<file path="src/rtl/uart_duty_cmd_parser.sv">
// Parses ASCII duty commands ('D'/'d', 1..MAX_DIGITS decimal digits, CR/LF) into the PWM duty register.
// Optional UART_DUTY_ACK_EN adds a one-entry 'K'/'E' response channel (tx_data/tx_valid/tx_ready).
module uart_duty_cmd_parser #(
    parameter int MAX_DIGITS     = 3,
    parameter int TIMEOUT_CYCLES = 1000000
) (
    input  logic       clk,
    input  logic       reset,
    input  logic [7:0] rx_data,
    input  logic       rx_valid,
    output logic [7:0] duty,
    output logic       duty_valid,
    output logic       cmd_error,
    output logic       busy
`ifdef UART_DUTY_ACK_EN
    ,
    output logic [7:0] tx_data,
    output logic       tx_valid,
    input  logic       tx_ready
`endif
);
    typedef enum logic [1:0] {IDLE, DIGITS, DISCARD} state_t;

    localparam int              TW       = (TIMEOUT_CYCLES > 1) ? $clog2(TIMEOUT_CYCLES + 1) : 1;
    localparam logic [TW-1:0]   TMO_LAST = TW'((TIMEOUT_CYCLES > 0) ? TIMEOUT_CYCLES - 1 : 0);
    localparam logic [1:0]      MAX_CNT  = 2'(MAX_DIGITS);

    state_t          state_reg;
    logic [9:0]      acc_reg;
    logic [1:0]      cnt_reg;
    logic [TW-1:0]   tmo_reg;
    logic [7:0]      duty_reg;
    logic            duty_valid_reg;
    logic            cmd_error_reg;
    logic            busy_reg;

    logic            is_cmd;
    logic            is_term;
    logic            is_blank;
    logic            is_digit;
    logic            acc_ok;
    logic            tmo_hit;
    logic            accept_evt;
    logic            reject_evt;
    logic [9:0]      acc_step;

    // Command outcomes are decoded here so the ack channel can load on the same edge as the pulses.
    always_comb begin
        is_cmd     = (rx_data == 8'h44) || (rx_data == 8'h64);
        is_term    = (rx_data == 8'h0D) || (rx_data == 8'h0A);
        is_blank   = (rx_data == 8'h20);
        is_digit   = (rx_data >= 8'h30) && (rx_data <= 8'h39);
        acc_step   = acc_reg * 10'd10 + {6'd0, rx_data[3:0]};
        acc_ok     = (cnt_reg != 2'd0) && (acc_reg <= 10'd255);
        tmo_hit    = (TIMEOUT_CYCLES != 0) && (tmo_reg == TMO_LAST);
        accept_evt = rx_valid && (state_reg == DIGITS) && is_term && acc_ok;
        if (rx_valid)
            reject_evt = is_term && ((state_reg == DISCARD) || ((state_reg == DIGITS) && !acc_ok));
        else
            reject_evt = (state_reg != IDLE) && tmo_hit;
    end

    always_ff @(posedge clk or negedge reset) begin
        if (!reset) begin
            state_reg      <= IDLE;
            acc_reg        <= '0;
            cnt_reg        <= '0;
            tmo_reg        <= '0;
            duty_reg       <= '0;
            duty_valid_reg <= 1'b0;
            cmd_error_reg  <= 1'b0;
            busy_reg       <= 1'b0;
        end else begin
            duty_valid_reg <= accept_evt;
            cmd_error_reg  <= reject_evt;
            if (accept_evt)
                duty_reg <= acc_reg[7:0];

            case (state_reg)
                IDLE: begin
                    tmo_reg <= '0;
                    if (rx_valid && is_cmd) begin
                        state_reg <= DIGITS;
                        busy_reg  <= 1'b1;
                        acc_reg   <= '0;
                        cnt_reg   <= '0;
                    end else if (rx_valid && !is_term && !is_blank) begin
                        state_reg <= DISCARD;
                        busy_reg  <= 1'b1;
                    end
                end
                DIGITS: begin
                    if (rx_valid) begin
                        tmo_reg <= '0;
                        if (is_digit && (cnt_reg < MAX_CNT)) begin
                            acc_reg <= acc_step;
                            cnt_reg <= cnt_reg + 2'd1;
                        end else if (is_cmd) begin
                            acc_reg <= '0;
                            cnt_reg <= '0;
                        end else if (is_term) begin
                            state_reg <= IDLE;
                            busy_reg  <= 1'b0;
                        end else begin
                            // one digit too many, or any stray character
                            state_reg <= DISCARD;
                        end
                    end else if (tmo_hit) begin
                        state_reg <= IDLE;
                        busy_reg  <= 1'b0;
                        tmo_reg   <= '0;
                    end else begin
                        tmo_reg <= tmo_reg + TW'(1);
                    end
                end
                DISCARD: begin
                    if (rx_valid) begin
                        tmo_reg <= '0;
                        if (is_term) begin
                            state_reg <= IDLE;
                            busy_reg  <= 1'b0;
                        end
                    end else if (tmo_hit) begin
                        state_reg <= IDLE;
                        busy_reg  <= 1'b0;
                        tmo_reg   <= '0;
                    end else begin
                        tmo_reg <= tmo_reg + TW'(1);
                    end
                end
                default: begin
                    state_reg <= IDLE;
                    busy_reg  <= 1'b0;
                end
            endcase
        end
    end

    assign duty       = duty_reg;
    assign duty_valid = duty_valid_reg;
    assign cmd_error  = cmd_error_reg;
    assign busy       = busy_reg;

`ifdef UART_DUTY_ACK_EN
    logic [7:0] tx_data_reg;
    logic       tx_valid_reg;

    // A fresh response replaces a pending one; tx_ready only drains when nothing new arrives.
    always_ff @(posedge clk or negedge reset) begin
        if (!reset) begin
            tx_data_reg  <= 8'h00;
            tx_valid_reg <= 1'b0;
        end else if (accept_evt) begin
            tx_data_reg  <= 8'h4B;
            tx_valid_reg <= 1'b1;
        end else if (reject_evt) begin
            tx_data_reg  <= 8'h45;
            tx_valid_reg <= 1'b1;
        end else if (tx_ready) begin
            tx_valid_reg <= 1'b0;
        end
    end

    assign tx_data  = tx_data_reg;
    assign tx_valid = tx_valid_reg;
`endif

endmodule

</file>
<file path="config.mk">
export PLATFORM = sky130hd
export DESIGN_NAME = uart_duty_cmd_parser
export DESIGN_NICKNAME = d
export VERILOG_FILES = /design/src/rtl/uart_duty_cmd_parser.sv
export SDC_FILE = /design/constraint.sdc
export NUM_CORES = 1
export LEC_CHECK = 0
export BUFFER_PORTS_ARGS = -buffer_cell sky130_fd_sc_hd__clkbuf_2
export CORE_UTILIZATION = 40
export DETAILED_ROUTE_END_ITERATION = 8
export SYNTH_ARGS = -nofsm -noshare
export SYNTH_HDL_FRONTEND = slang
export SYNTH_SLANG_ARGS = --single-unit
</file>
<file path="constraint.sdc">
create_clock -name clk -period 2.9 [get_ports clk]
set_input_delay 0.87 -clock clk [delete_from_list [all_inputs] [get_ports clk]]
set_output_delay 0.87 -clock clk [all_outputs]
set_load 0.02 [all_outputs]
</file>
==> metrics list <==
* Pin count of the biggest net entering global routing: 21
- For the worst setup path, the data required time is 3.13 ns.
- Number of distinct standard cells referenced by the synthesized netlist: 52
- For this run, the top clock speed supported by timing is 0.3570 GHz.
* Area grow syn2layout: 17.58%
* Final period demand of the worst path: 2.801 ns
* TritonCTS clock tree: built
- Final layout net count: 347
- The detail route stage leaves a number of antenna-violating nets equal to 0.
- Worst Setup Slack, final: 0.09865 ns
- At the end of routability-driven placement, the weighted congestion stood at 0.7912.
- Ranked by instance count, the synthesized netlist is headed by dfrtp_1, nor2_1, nand2_1.
- Die Ht: 83.80 um
- Summing the sequential cell areas from Yosys gives 42.08% of the chip area.
- Wire length of the first global-routing pass: 9121 um
- dfrtp_1 is the most common cell in the netlist.
* Library cell with the largest summed area after synthesis: dfrtp_1
- Launching element type of the critical path: flip-flop
* Drt pass-1 iters: 4
* Worst relative slew slack: 32.78%
* DPL Wire Length: 3916 um
- Iteration-0 DRC count of the detailed router: 99
- Of the cells placed in the final design, the portion with a size suffix greater than 1 is 21.34%.
- Across the routed clock network, the largest skew measured is 0.006985 ns.
* I/O pin total: 22
- Top cell type's share of synthesized area: 42.08%
* Cells after Synth: 269
- The number of global-route vias before repair is 2043.
- Counting along the longest clock path gives a buffer depth of 2.
- Buffers inserted to repair hold after CTS numbered 0.
- Root buffer selected by CTS: clkbuf_8
* Total detailed-routing wirelength: 5183 um
* Post-synth net total: 303
- The worst setup path is of the reg -> reg kind.
- Number of synthesized flops with an enable pin: 0
- Once the floorplan was initialized, standard cells occupied 41.91% of the core.
- The floorplan has 29 rows.
- Final number of setup-violating endpoints: 0
* Avg Inst Size Synth: 9.949 sq um
- Antenna violations before repair: 0
- After routing, the total negative slack on setup checks comes to 0 ns.
* Htree depth: 2
* Cell area reported after detailed placement: 3015 sq um
* Die boundary width: 83.80 um
* Path category of the worst min-delay check: reg -> reg
- Clock sink count: 45
* Fin util: 49.28%
- OpenSTA, run right after detailed placement, puts the worst setup slack at -0.07906 ns.
* Post-route fraction of the period consumed by the critical path: 96.60%
* Static leakage power: 1.507 nW
- The clock reaches the later pin of the worst-skew pair after 0.30 ns.
- Summed over all layers, the global routing overflow is 0.
- Area of the core: 6386 sq um
- Post-synthesis instance area: 2676 sq um
- The tool flagged a number of max-cap violations equal to 0.
- In the final routed layout, each cell accounts on average for 13.26 um.
- For this design the ratio of total power to cell area is 444.8 nW/um^2.
* Top post-synthesis cells by area: dfrtp_1, ha_1, xor2_1
- TritonCTS buffer count: 5
* Final-report hold violation count: 0
- Among all flip-flop cells after synthesis, the most frequent one is dfrtp_1.
* Post-route standard cell area excluding fillers: 3147 sq um
- In this run the worst path has a maximum fanout of 2.
- Worst Max-Slew Pin Slew: 1.008 ns
- Run status: complete, no violations
* Worst endpoint data arrival time: 3.03 ns
* Worst ir drop on vdd: 0.0002177 V
- Buffers placed on the I/O ports in this run total 21.
- The floorplan step defined a die boundary enclosing 7022 sq um.
- CTS clk-pin slew, worst paths: 0.08 ns
- After synthesis, the share of flip-flops with an asynchronous set or reset is 100.0%.
- #FFs+latches synth: 45
- Max FFs per register: 20
- Overall power consumption after layout is estimated at 1.400 mW.
- During synthesis, Yosys emitted a total of 0 warnings.
* Count of final max-slew check failures: 0
* Worst Setup End Kind: flip-flop
- Vias: 2016
- Total routing usage reported by global routing: 16.22%
- DR DRC count: 0
* Via-per-instance ratio: 5.156
- Count of inserted antenna diode cells: 0
-- path summary, 6_finish.rpt --
| check | cells past startpoint | endpoint | slack [ns] | start |
|---|---|---|---|---|
| max | 9 | acc_reg[9] | 0.1 | acc_reg[1] |
| max in group asynchronous | 2 | cnt_reg[1] | 1.78 | reset |
| min reg2reg | 2 | acc_reg[9] | 0.50 | acc_reg[9] |
| min in group asynchronous | 1 | tmo_reg[8] | 0.52 | reset |
| min | 2 | acc_reg[9] | 0.50 | acc_reg[9] |
| max reg2reg | 9 | acc_reg[9] | 0.1 | acc_reg[1] |
-- final cells by class --
type | instances | area [sq um]
fill | 598 | 3239
tap | 77 | 96.34
timing repair buffer | 44 | 277.8
multi-input combinational | 204 | 1481
sequential | 45 | 1126
clock inverter | 1 | 30.03
inverter | 13 | 48.80
clock buffer | 7 | 86.33
-- report_power, final --
part,total (mW),switching [mW],internal (mW)
clock network,0.496,0.215,0.281
registers,0.669,0.0197,0.649
logic,0.234,0.133,0.101
-- cell usage in the layout, fill, tap and decap left out, drive strengths merged, types with 2 or more instances in the layout --
master	instances
dfrtp	45
nor2	30
clkbuf	28
nand2	25
buf	23
o21ai	23
ha	21
xor2	17
inv	13
xnor2	8
nand3	8
mux2	8
nand4	6
nor2b	4
nor3b	3
nor3	3
and3	3
nor4b	3
a21o	3
and3b	2
o2111ai	2
o211ai	2
o22ai	2
and4	2
a22o	2
or4b	2
or4	2
o311ai	2
a211oi	2
fa	2
-- through the flow --
step           std cells  hold slack (ns)
5_1_grt              391           0.5258
6_report             391           0.4997
4_1_cts              390           0.4989
3_5_place_dp         382           0.4802
2_1_floorplan        269           0.4513
3_3_place_gp         382           0.4707
-- logic make-up (layout without fill, tap and decap cells) --
family	count (synthesis)	count (layout)	synth area share (%)
and+or+nand+nor	100	100	19.54
AOI/OAI and AO/OA	47	47	11.83
DFF	45	45	42.08
xor gates and xnor gates	26	26	9.023
adders and majority gates	23	23	11.31
buffers and inverters	20	65	2.852
muxes	8	8	3.366
-- what timing repair did --
item	in CTS	in global routing
setup buffers	0	1
resized for setup	0	3
endpoints found under the setup margin	0	1
-- critical path: stages (launching register included) --
cell and delay, ns:
dfrtp_1 0.40, ha_1 0.30, ha_1 0.23, fa_2 0.36, a211oi_2 0.22, nor2_1 0.08, xnor2_1 0.13, or4_1 0.52
xnor3_1 0.37, o21ai_1 0.12
-- routing by layer --
layer  track usage, %  vias up  part of all wire [%]
met5                0        -                     0
met4            5.085        0                   1.5
met3            3.264        6                   2.1
met2            28.16       19                    47
met1            20.20      949                    50
li1                 -     1042                     -
Power figures use the tool's default switching activity.
